==> config.mk <==
export PLATFORM = sky130hd
export DESIGN_NAME = basic_control_unit
export DESIGN_NICKNAME = d
export VERILOG_FILES = /design/src/rtl/basic_control_unit.sv
export SDC_FILE = /design/constraint.sdc
export NUM_CORES = 1
export LEC_CHECK = 0
export BUFFER_PORTS_ARGS = -buffer_cell sky130_fd_sc_hd__buf_2
export CAP_MARGIN = 20
export CORE_MARGIN = 2
export CORE_UTILIZATION = 42
export DETAILED_ROUTE_END_ITERATION = 8
export GPL_TIMING_DRIVEN = 0
export PLACE_DENSITY = 0.87
export SKIP_LAST_GASP = 1
export SYNTH_ARGS = -nofsm -noshare
export SYNTH_HDL_FRONTEND = slang
export SYNTH_SLANG_ARGS = --single-unit
==> constraint.sdc <==
create_clock -name clk -period 5.8 [get_ports clk]
set_input_delay 1.16 -clock clk [delete_from_list [all_inputs] [get_ports clk]]
set_output_delay 1.16 -clock clk [all_outputs]
set_load 0.005 [all_outputs]
==> src/rtl/basic_control_unit.sv <==
// Timing and control unit for the 16-bit basic computer.
// Sequence counter T0..T6, IR decode, per-cycle datapath strobes.
module basic_control_unit #(
  parameter bit HALT_ON_RESET = 1'b0
) (
  input  logic        clk,
  input  logic        rst_n,
  input  logic        start,
  input  logic [15:0] ir_outdata,
  input  logic [15:0] ac_outdata,
  input  logic [15:0] dr_outdata,
  input  logic        e_outdata,
  input  logic        fgi,
  input  logic        fgo,
  output logic [3:0]  alu_code,
  output logic [2:0]  bus_sel,
  output logic        ar_ld,
  output logic        ar_inc,
  output logic        pc_ld,
  output logic        pc_inc,
  output logic        dr_ld,
  output logic        dr_inc,
  output logic        ac_ld,
  output logic        ac_inc,
  output logic        ac_clr,
  output logic        ir_ld,
  output logic        e_ld,
  output logic        e_clr,
  output logic        mem_rd,
  output logic        mem_wr,
  output logic        outr_ld,
  output logic        fgi_clr,
  output logic        fgo_clr,
  output logic [2:0]  sc_outdata,
  output logic        halted
);

  logic [2:0] sc;
  logic       i_bit;
  logic       halted_q;
  logic       sc_clr;
  logic       hlt;
  logic [2:0] d;

  assign d          = ir_outdata[14:12];
  assign sc_outdata = sc;
  assign halted     = halted_q;

  always_ff @(posedge clk) begin
    if (!rst_n) begin
      sc       <= 3'd0;
      i_bit    <= 1'b0;
      halted_q <= HALT_ON_RESET;
    end else if (halted_q) begin
      sc <= 3'd0;
      if (start) halted_q <= 1'b0;
    end else begin
      sc <= sc_clr ? 3'd0 : sc + 3'd1;
      if (sc == 3'd2) i_bit <= ir_outdata[15];
      if (hlt) halted_q <= 1'b1;
    end
  end

  // Outputs are gated by rst_n so a reset cycle never strobes memory.
  always_comb begin
    alu_code = 4'b0000;
    bus_sel  = 3'd0;
    ar_ld    = 1'b0;
    ar_inc   = 1'b0;
    pc_ld    = 1'b0;
    pc_inc   = 1'b0;
    dr_ld    = 1'b0;
    dr_inc   = 1'b0;
    ac_ld    = 1'b0;
    ac_inc   = 1'b0;
    ac_clr   = 1'b0;
    ir_ld    = 1'b0;
    e_ld     = 1'b0;
    e_clr    = 1'b0;
    mem_rd   = 1'b0;
    mem_wr   = 1'b0;
    outr_ld  = 1'b0;
    fgi_clr  = 1'b0;
    fgo_clr  = 1'b0;
    sc_clr   = 1'b0;
    hlt      = 1'b0;
    if (rst_n && !halted_q) begin
      case (sc)
        3'd0: begin
          bus_sel = 3'd2;
          ar_ld   = 1'b1;
        end
        3'd1: begin
          bus_sel = 3'd7;
          mem_rd  = 1'b1;
          ir_ld   = 1'b1;
          pc_inc  = 1'b1;
        end
        3'd2: begin
          bus_sel = 3'd5;
          ar_ld   = 1'b1;
        end
        3'd3: begin
          if (d == 3'd7) begin
            sc_clr = 1'b1;
            if (!i_bit) begin
              priority case (1'b1)
                ir_outdata[11]: ac_clr = 1'b1;
                ir_outdata[10]: e_clr = 1'b1;
                ir_outdata[9]: begin
                  alu_code = 4'b1001;
                  ac_ld    = 1'b1;
                end
                ir_outdata[8]: begin
                  alu_code = 4'b1010;
                  e_ld     = 1'b1;
                end
                ir_outdata[7]: begin
                  alu_code = 4'b1011;
                  ac_ld    = 1'b1;
                  e_ld     = 1'b1;
                end
                ir_outdata[6]: begin
                  alu_code = 4'b1100;
                  ac_ld    = 1'b1;
                  e_ld     = 1'b1;
                end
                ir_outdata[5]: ac_inc = 1'b1;
                ir_outdata[4]: pc_inc = !ac_outdata[15];
                ir_outdata[3]: pc_inc = ac_outdata[15];
                ir_outdata[2]: pc_inc = (ac_outdata == 16'h0000);
                ir_outdata[1]: pc_inc = !e_outdata;
                ir_outdata[0]: hlt = 1'b1;
                default: ;
              endcase
            end else begin
              priority case (1'b1)
                ir_outdata[11]: begin
                  alu_code = 4'b1101;
                  ac_ld    = 1'b1;
                  fgi_clr  = 1'b1;
                end
                ir_outdata[10]: begin
                  bus_sel = 3'd4;
                  outr_ld = 1'b1;
                  fgo_clr = 1'b1;
                end
                ir_outdata[9]: pc_inc = fgi;
                ir_outdata[8]: pc_inc = fgo;
                default: ;
              endcase
            end
          end else if (i_bit) begin
            bus_sel = 3'd7;
            mem_rd  = 1'b1;
            ar_ld   = 1'b1;
          end
        end
        3'd4: begin
          case (d)
            3'd0, 3'd1, 3'd2, 3'd6: begin
              bus_sel = 3'd7;
              mem_rd  = 1'b1;
              dr_ld   = 1'b1;
            end
            3'd3: begin
              bus_sel = 3'd4;
              mem_wr  = 1'b1;
              sc_clr  = 1'b1;
            end
            3'd4: begin
              bus_sel = 3'd1;
              pc_ld   = 1'b1;
              sc_clr  = 1'b1;
            end
            3'd5: begin
              bus_sel = 3'd2;
              mem_wr  = 1'b1;
              ar_inc  = 1'b1;
            end
            default: sc_clr = 1'b1;
          endcase
        end
        3'd5: begin
          sc_clr = 1'b1;
          case (d)
            3'd0: begin
              alu_code = 4'b0001;
              ac_ld    = 1'b1;
            end
            3'd1: begin
              alu_code = 4'b0010;
              ac_ld    = 1'b1;
              e_ld     = 1'b1;
            end
            3'd2: begin
              alu_code = 4'b0011;
              ac_ld    = 1'b1;
            end
            3'd5: begin
              bus_sel = 3'd1;
              pc_ld   = 1'b1;
            end
            3'd6: begin
              dr_inc = 1'b1;
              sc_clr = 1'b0;
            end
            default: ;
          endcase
        end
        3'd6: begin
          sc_clr = 1'b1;
          if (d == 3'd6) begin
            bus_sel = 3'd3;
            mem_wr  = 1'b1;
            pc_inc  = (dr_outdata == 16'h0000);
          end
        end
        default: sc_clr = 1'b1;
      endcase
    end
  end

endmodule

### Yosys cells after proc, flatten, opt, wreduce, memory -nomap -nowiden

Index checks and enable logic that the tools add are counted.

* flip-flop bits (word level): 5
* input bits: 54
* output and inout port bits: 28
* word-level logic and storage cells: 174

* add/sub/neg operators: 1
* eq/ne operators: 13
* muxes and demuxes: 139
* bitwise operators: 2
* reduce and logical (&&, ||, !) cells: 16

Operators by type and width (number)
* $mux W1: 110
* $mux W4: 10
* $logic_not A16 Y1: 2
* $eq A3 B3 Y1 const B: 7
* $pmux W3 S7: 1
* $mux W3: 6
* $eq A3 B2 Y1 const B: 4
* $pmux W3 S4: 1
* $pmux W1 S2: 5
* $reduce_or A3 Y1: 3
* $pmux W4 S2: 1
* $eq A3 B1 Y1 const B: 2
* $logic_not A3 Y1: 2
* $pmux W1 S3: 2
* $pmux W2 S3: 1
* $reduce_or A5 Y1: 1
* $pmux W1 S4: 1
* $reduce_or A2 Y1: 2
* $reduce_or A4 Y1: 1
* $add A3 B1 Y3 const B: 1
* $logic_not A1 Y1: 3
* $mux W2: 1
* $not A1 Y1: 2
* $reduce_and A2 Y1: 1
* $logic_and A1 B1 Y1: 1

### Depth between registers and ports, before layout

Gate-level depths: netlist of run 1.

* depth after elaboration: 18
* depth in mapped cells: 9
* depth with buffers taken out: 7

### Least setup slack after synthesis of run 1

Ideal clock, no wire load.

* path type: input port to output port
* start point: input port ac_outdata[0]
* end point: output port pc_inc
* arrival: 2.268 ns
* path slack: 2.372 ns
* stages: 5
* path buffers: 0
* path through: or4_4 -> nor3_2 -> nand4_1 -> a311oi_1 -> o21a_1

* word-level cells in the longest chain between the ends: 15

Ends and longest elaborated chain
* start: declaration: line 10 `input logic [15:0] ac_outdata,`
* $logic_not A16 Y1: line 131 `ir_outdata[2]: pc_inc = (ac_outdata == 16'h0000);`
* $mux W1 (10 in a row): line 107 `priority case (1'b1)`
* $mux W1: line 106 `if (!i_bit) begin`
* $mux W1: line 104 `if (d == 3'd7) begin`
* $pmux W1 S3: line 88 `case (sc)`
* $mux W1: line 87 `if (rst_n && !halted_q) begin`
* end: declaration: line 20 `output logic pc_inc,`

No other way between the ends.

### Worst setup path in the final report of run 1

Ends and elaborated chain as after synthesis.

==> flow_summary.toml, run 1 <==
[clocking]
numCtsBuffers = 3
cts_hold_buf = 0
cts.htree.levels = 1
clk_path_buf_depth = 2
insertion_delay_ps = 250
cts_tree = "yes"
clkSinkCount = 5
postCtsSetupBuffers = 0
ctsResizeCount = 0
clockRootBuffer = "clkbuf_4"
clk_pin_slew_ps = 40

[floorplanning]
num_io_pins = 82
start_util = 0.441
die_area_um2 = 2730
die_w_um = 52.2
die_y_um = 52.2
rows = 17
core_region_area_um2 = 2210

[logic_synthesis]
yosys-mux-area-fraction = 0.0103
synth_flop_cell = "dfxtp_1"
synth_compound_area_frac = 0.246
syn-instance-count = 147
ys_seq_area_frac = 0.103
synth_area_um2 = 976
synthAdderAreaFrac = 0.115
synth-simple-area-share = 0.453
synth.distinct_cells = 44
ys_ff_latch = 5
syn_avg_cell_area_um2 = 6.64
synth_top_family_by_area = "simple AND/OR/NAND/NOR gates"
synthArstFlopShare = 0
synth_edf_count = 0
syn-num-nets = 210
synth_xor_area_frac = 0
yosys_warnings = 0

[placed_design]
port_buffers = 79
gp_congestion = 0.913
hpwl_mm = 2.56
pre_cts_slack_ps = 1990

[sta]
setup_violations = 0
hold_ws_ps = 515
rsz0062_at_grt = "false"
skew_ps = 4.73
clock.fmax_ghz = 0.261
layout_min_cycle_time_ps = 3830
worst_pin_slew_ps = 437
slew_headroom = 0.709
setup_slack_ps = 1970
maxSlewViolCount = 0
hold_violations = 0
finalSetupTns_ps = 0
finalCritPeriodShare = 0.660

[worst_setup_path]
slowest_delay_ps = 520
rr_endpoint = "halted"
worst-path-max-fanout = 1
critical_path_class = "in -> out"
slowest_stage = "or4_4"
path_buf_inv = 2
ff2ff_setup_slack_ps = 3930
arrival_ps = 2670
crit_start = "ac_outdata[0]"
reg2reg_from = "sc_outdata[0]"
required_ps = 4640
crit_path_end_kind = "output pin"
crit_family = "simple AND/OR/NAND/NOR gates"
reg2reg_depth = 7
path_cells = "buf_2 > or4_4 > nor3_2 > nand4_1 > a311oi_1 > o21a_1 > buf_2"
start_kind = "primary input"
cpMostUsedCell = "buf_2"

[drt]
drtAntennaViolNets = 0
vias = 1391
drc = 0
drt_iter0_drc = 15
via_per_inst = 5.39
firstDrtPassIters = 4
totalWireLength_mm = 3.01
wl_per_cell_um = 11.7

[global_routing]
antenna_found_initial = 0
overflow = 0
gr-usage-all-layers = 0.225
grt_pass1_wl_mm = 4.81
grt_pass1_vias = 1194
grt_max_degree = 11

[worst_hold_path]
hp-start = "sc_outdata[0]"
whs_path_depth = 1
min_to = "sc_outdata[0]"
hold_path.class = "reg -> reg"

[layout]
seq_area_um2 = 100
synthToLayoutAreaGrowth_pct = 46.8
final_layout_size_suffix_gt1_frac = 0.400
layout.nets = 294
multi_input_area_um2 = 805
diodes = 0
layout_common_cells = "buf_2, nor2_1, nand2_1"
n_fill_cell = 230
layout_commonest_cell = "buf_2"

[power_and_ir_drop]
cellPowerDensity_nw_per_um2 = 192
power_uw = 275
ir_worst_vdd_mv = 0.229
p_leak_uw = 0.000707

[status]
status = "completed"

[job]
maxCapViolCount = 0
-- how the worst max path moves through the flow --
stage	slack, ps	cells after the start	to
5_1_grt	1920	7	pc_inc
6_report	1970	7	pc_inc
4_1_cts	1990	7	pc_inc
3_5_place_dp	1990	7	pc_inc
3_3_place_gp	1990	7	pc_inc
2_1_floorplan	2370	5	pc_inc
-- flip-flops by register name, indices dropped and copies added, names as in the netlist --
register and flops:
halted 1, i_bit 1, sc_outdata 3
-- cell families after synthesis --
family,count (synthesis)
compound gates,36
fa+ha+maj,9
buf+inv,17
flops,5
mux,1
simple gates,79
-- per-layer routing --
| layer | routed length (um) | part of all wire | up-vias | GRT usage |
|---|---|---|---|---|
| met2 | 1500 | 0.50 | 71 | 0.435 |
| li1 | - | - | 706 | - |
| met3 | 274 | 0.091 | 2 | 0.00857 |
| met5 | 0 | 0 | - | 0 |
| met1 | 1220 | 0.41 | 612 | 0.267 |
| met4 | 17 | 0.0056 | 0 | 0.0598 |
-- cells in the mapped netlist, types with 3 or more instances --
cell,n,area [um^2]
nor2_1,17,63.8
nand2_1,15,56.3
ha_1,9,113
inv_1,8,30.0
nor2b_1,8,50.1
nor4_1,7,43.8
a21oi_1,6,30.0
o21ai_0,6,30.0
a31oi_1,5,31.3
dfxtp_1,5,100
nor3_1,5,25.0
o21a_1,5,37.5
clkbuf_1,4,15.0
nand2b_1,4,25.0
buf_2,3,15.0
nand3_1,3,15.0
nand4_1,3,18.8
-- power by group --
| group | leakage (uW) | switching [uW] | internal (uW) |
|---|---|---|---|
| sequential | 0.0000408 | 9.48 | 42.9 |
| clock | 0.0000150 | 15.3 | 26.1 |
| combinational | 0.000651 | 98.3 | 83.2 |
| total | 0.000707 | 123 | 152 |
-- metrics by stage --
| step | utilization | cell area, um^2 | cells |
|---|---|---|---|
| 6_report | 0.648 | 1430 | 258 |
| 5_1_grt | 0.648 | 1430 | 258 |
| 4_1_cts | 0.648 | 1430 | 258 |
| 3_5_place_dp | 0.636 | 1410 | 254 |
| 3_3_place_gp | 0.636 | 1410 | 254 |
| 2_1_floorplan | - | 976 | 147 |
-- area by class of cell --
type	count	area share
sequential	5	0.0699
tap	28	0.0245
timing repair buffer	79	0.276
clock buffer	4	0.0183
multi-input combinational	125	0.562
inverter	9	0.0236
buffer	8	0.0262
Note: power is estimated with default switching activity, not from simulation.
==> inputs of run 2 (changes only) <==
ABC_AREA = 1   (was default)
CORE_UTILIZATION = 39   (was 42)
PLACE_DENSITY = 0.8   (was 0.87)
clock period = 3.7 ns   (was 5.8 ns; I/O delays follow)
==> flow_summary.toml, run 2 <==
[drt]
drt-met1-wl_mm = 1.33
highest_layer = "met3"
wl_met3_um = 218
firstDrtPassIters = 4
drt_iter0_drc = 23
totalWireLength_mm = 2.96
via_per_inst = 4.86
vias = 1428
wl_met2_mm = 1.41
drc = 0
drtAntennaViolNets = 0
wl_per_cell_um = 10.1

[global_routing]
overflow = 0
gr-usage-all-layers = 0.193
grt_pass1_vias = 1142
grt_max_degree = 11
antenna_found_initial = 0
grt_pass1_wl_mm = 4.37

[sta]
setup_violations = 0
clock.fmax_ghz = 0.367
slew_headroom = 0.758
skew_ps = 0.977
finalSetupTns_ps = 0
finalCritPeriodShare = 0.736
layout_min_cycle_time_ps = 2720
hold_violations = 0
worst_pin_slew_ps = 360
maxSlewViolCount = 0
setup_slack_ps = 979
rsz0062_at_grt = "false"

[worst_setup_path]
ff2ff_setup_slack_ps = 2060
path_cells = "buf_2 > ha_1 > nand2_1 > nor2_2 > inv_2 > a21oi_1 > nand2_1 > a21oi_1 > buf_2"
arrival_ps = 1980
crit_family = "compound AO/OA/AOI/OAI gates"
worst-path-max-fanout = 6
slowest_stage = "a21oi_1"
reg2reg_depth = 9
critical_path_class = "in -> out"
crit_path_end_kind = "output pin"
required_ps = 2960
cp.depth = 9
path_buf_inv = 3
reg2reg_from = "sc_outdata[0]"
start_kind = "primary input"
rr_endpoint = "halted"
slowest_delay_ps = 220

[layout]
diodes = 0
synthToLayoutAreaGrowth_pct = 46.5
layout_common_cells = "buf_2, nand2_1, nor2_1"
layout.nets = 328
layout_commonest_cell = "buf_2"
largest_reg_flops = 3
final_layout_size_suffix_gt1_frac = 0.383

[clocking]
ctsResizeCount = 0
numCtsBuffers = 3
clkSinkCount = 5
cts_hold_buf = 0
postCtsSetupBuffers = 0
clk_path_buf_depth = 2
cts_tree = "yes"
cts.htree.levels = 1
clk_pin_slew_ps = 40
insertion_delay_ps = 240
clockRootBuffer = "clkbuf_4"

[logic_synthesis]
synth.distinct_cells = 30
synthArstFlopShare = 0
ys_ff_latch = 5
syn-instance-count = 179
synth_area_leaders = "nand2_1, nor2_1, ha_1"
yosys_warnings = 0
ys_seq_area_frac = 0.0991
yosysMostFrequentCell = "nand2_1"
synth_area_um2 = 1010
synth_flop_cell = "dfxtp_1"
syn_avg_cell_area_um2 = 5.64
synth_top_area_cell = "nand2_1"
synth_top_area_share = 0.123
synth_edf_count = 0
ys_top_cells_by_count = "nand2_1, nor2_1, inv_1"
syn-num-nets = 242

[placed_design]
hpwl_mm = 2.63
gp_congestion = 0.849
pre_cts_slack_ps = 970
port_buffers = 81

[worst_hold_path]
hold_path.class = "reg -> reg"
whs_path_depth = 1
min_to = "sc_outdata[0]"
hp-start = "sc_outdata[0]"

[floorplanning]
die_y_um = 54.9
die_area_um2 = 3010
core_region_area_um2 = 2450
start_util = 0.411
rows = 18
num_io_pins = 82
die_w_um = 54.9

[job]
maxCapViolCount = 0

[power_and_ir_drop]
cellPowerDensity_nw_per_um2 = 258
ir_worst_vdd_mv = 0.266
p_leak_uw = 0.000855
power_uw = 381

[status]
status = "completed"
run 2: worst max-delay path by stage:
stage	start	to
2_1_floorplan	rst_n	outr_ld
3_3_place_gp	rst_n	outr_ld
3_5_place_dp	rst_n	outr_ld
4_1_cts	rst_n	outr_ld
5_1_grt	sc_outdata[0]	alu_code[2]
6_report	ir_outdata[13]	alu_code[2]
run 2: report_power, final:
part           switching, uW  total [uW]  leakage [uW]  internal [uW]
logic                    131         235      0.000799            103
clock network           20.0        60.6     0.0000150           40.6
registers               18.4        85.9     0.0000408           67.4
total                    170         381      0.000855            211
run 2: per-layer routing:
layer / up-vias / global-route usage
met4: 0 / 0.0667
met2: 45 / 0.347
met1: 620 / 0.240
met5: - / 0
li1: 763 / -
met3: 0 / 0.00820
run 2: kinds of logic (layout without fill, tap and decap cells):
logic type	count (synthesis)	in the layout	share of synthesized area
AND/OR/NAND/NOR	104	104	0.489
AO/OA/AOI/OAI	28	28	0.172
adder cells (fa/ha/maj)	9	9	0.112
flip-flops	5	5	0.0991
buffers and inverters	33	118	0.128
run 2: layout make-up:
cell class              instances  area (um^2)
clock buffers                   4         26.3
well taps                      30         37.5
flip-flops and latches          5          100
repair buffers                 81          405
fillers                       291          976
multi-input cells             141          781
plain buffers                   2         12.5
inverters                      31          116
run 2: through the flow:
step                      cell area (um^2)  hold slack [ps]  instances   util
after floorplan                       1010              470        179      -
after global placement                1450              480        290  0.592
after detailed placement              1450              488        290  0.592
after CTS                             1480              503        294  0.602
after global routing                  1480              548        294  0.602
final                                 1480              494        294  0.602
==> inputs of run 3 (changes only) <==
ABC_AREA = 0   (was 1)
CORE_UTILIZATION = 35   (was 39)
PLACE_DENSITY = 0.77   (was 0.8)
clock period = 2.4 ns   (was 3.7 ns; I/O delays follow)
==> flow_summary.toml, run 3 (synthesized netlist as in run 1, its figures left out) <==
[sta]
maxSlewViolCount = 0
finalCritPeriodShare = 0.992
slew_headroom = 0.705
finalSetupTns_ps = 0
layout_min_cycle_time_ps = 2380
hold_violations = 0
setup_violations = 0
rsz0062_at_grt = "true"
worst_pin_slew_ps = 439
skew_ps = 1.50
clock.fmax_ghz = 0.420

[placed_design]
gp_congestion = 0.905
dpl_cell_area_um2 = 1410
hpwl_mm = 2.56
port_buffers = 79

[layout]
multi_input_area_um2 = 860
seq_area_um2 = 108
layout.nets = 298
diodes = 0
n_fill_cell = 263
largest_reg_flops = 3
final_layout_size_suffix_gt1_frac = 0.462
synthToLayoutAreaGrowth_pct = 59.0
layout_common_cells = "buf_2, nor2_1, nand2_1"
fin_area_um2 = 1550
layout_commonest_cell = "buf_2"

[status]
status = "completed"

[drt]
wl_per_cell_um = 11.8
firstDrtPassIters = 4
vias = 1414
via_per_inst = 5.34
totalWireLength_mm = 3.12
drc = 0
drt_iter0_drc = 60
drtAntennaViolNets = 0

[global_routing]
grt_pass1_wl_mm = 4.94
grt_max_degree = 11
antenna_found_initial = 0
overflow = 0
gr-usage-all-layers = 0.183
grt_pass1_vias = 1220

[job]
maxCapViolCount = 0

[worst_setup_path]
slowest_delay_ps = 520
crit_family = "simple AND/OR/NAND/NOR gates"
crit_start = "ac_outdata[0]"
reg2reg_from = "sc_outdata[0]"
worst-path-max-fanout = 1
arrival_ps = 1900
path_cells = "buf_6 > or4_4 > nor3_2 > nand4_1 > a311oi_2 > o21a_1 > buf_2"
path_buf_inv = 2
slowest_stage = "or4_4"
critical_path_class = "in -> out"
crit_path_end_kind = "output pin"
start_kind = "primary input"
required_ps = 1920

[clocking]
clk_path_buf_depth = 2
cts_hold_buf = 0
insertion_delay_ps = 230
numCtsBuffers = 3
clockRootBuffer = "clkbuf_4"
cts.htree.levels = 1
clkSinkCount = 5
cts_tree = "yes"
clk_pin_slew_ps = 40

[power_and_ir_drop]
comb_power_share = 0.675
cellPowerDensity_nw_per_um2 = 464
pwr-share-seq = 0.195
p_sw_frac = 0.431
ir_worst_vdd_mv = 0.350
power_switching_uw = 311
p_leak_uw = 0.000739
p_int_uw = 410
p_clk_frac = 0.130

[worst_hold_path]
hp-start = "rst_n"
hold_path.class = "in -> reg"

[floorplanning]
die_y_um = 56.8
die_w_um = 56.8
num_io_pins = 82
rows = 19
die_area_um2 = 3230
start_util = 0.360
core_region_area_um2 = 2710
==> run 3: changes by cell type in the layout (fill, tap and decap cells not counted), sizes merged, moves of 5 or more <==
cell,previous run,this run
nor2b,0,8
nand2,36,15
nor2,36,17
nand3,12,3
a21oi,11,6
inv,31,9
==> run 3: final timing paths <==
check / cells after the start / slack [ps] / to
worst max-delay path: 7 / 20 / pc_inc
worst min-delay path: 2 / 500 / halted
worst max register to register: 6 / 720 / sc_outdata[1]
worst min register to register: 2 / 560 / sc_outdata[0]
==> run 3: power groups by stage <==
stage,Clock [uW],Sequential [uW],Combinational [uW]
after detailed placement,0,127,434
after floorplan,0,125,275
after global routing,107,144,539
final,93.6,140,486
after global placement,0,126,433
after CTS,99.4,133,448
==> run 3: timing repair <==
action | 4_1_cts | 5_1_grt
buffers inserted | 0 | 4
setup endpoints to repair | 11 | 8
cloned | 0 | 0
gates resized for setup | 12 | 11
pin swaps | 1 | 2
==> run 3: layout make-up <==
| cell class | count | area share |
|---|---|---|
| well taps | 31 | 0.0250 |
| inverters | 9 | 0.0234 |
| repair buffers | 83 | 0.278 |
| flip-flops and latches | 5 | 0.0694 |
| multi-input cells | 125 | 0.554 |
| clock buffers | 4 | 0.0169 |
| plain buffers | 8 | 0.0331 |
==> run 3: per-layer routing <==
metal  GRT usage  vias up  wire length, um
li1            -      717                -
met1       0.223      638             1240
met2       0.327       59             1610
met3      0.0300        0              269
met4      0.0565        0                0
met5           0        -                0
==> run 3: through the flow <==
step | setup WS (ps) | cells | utilization | power (uW) | hold slack [ps]
after floorplan | 248 | 147 | - | 400 | 470
after global routing | -61.4 | 265 | 0.572 | 790 | 500
final | 18.4 | 265 | 0.572 | 720 | 497
after detailed placement | -56.8 | 257 | 0.520 | 560 | 491
after CTS | -40.5 | 261 | 0.545 | 680 | 453
after global placement | -76.7 | 257 | 0.520 | 559 | 488
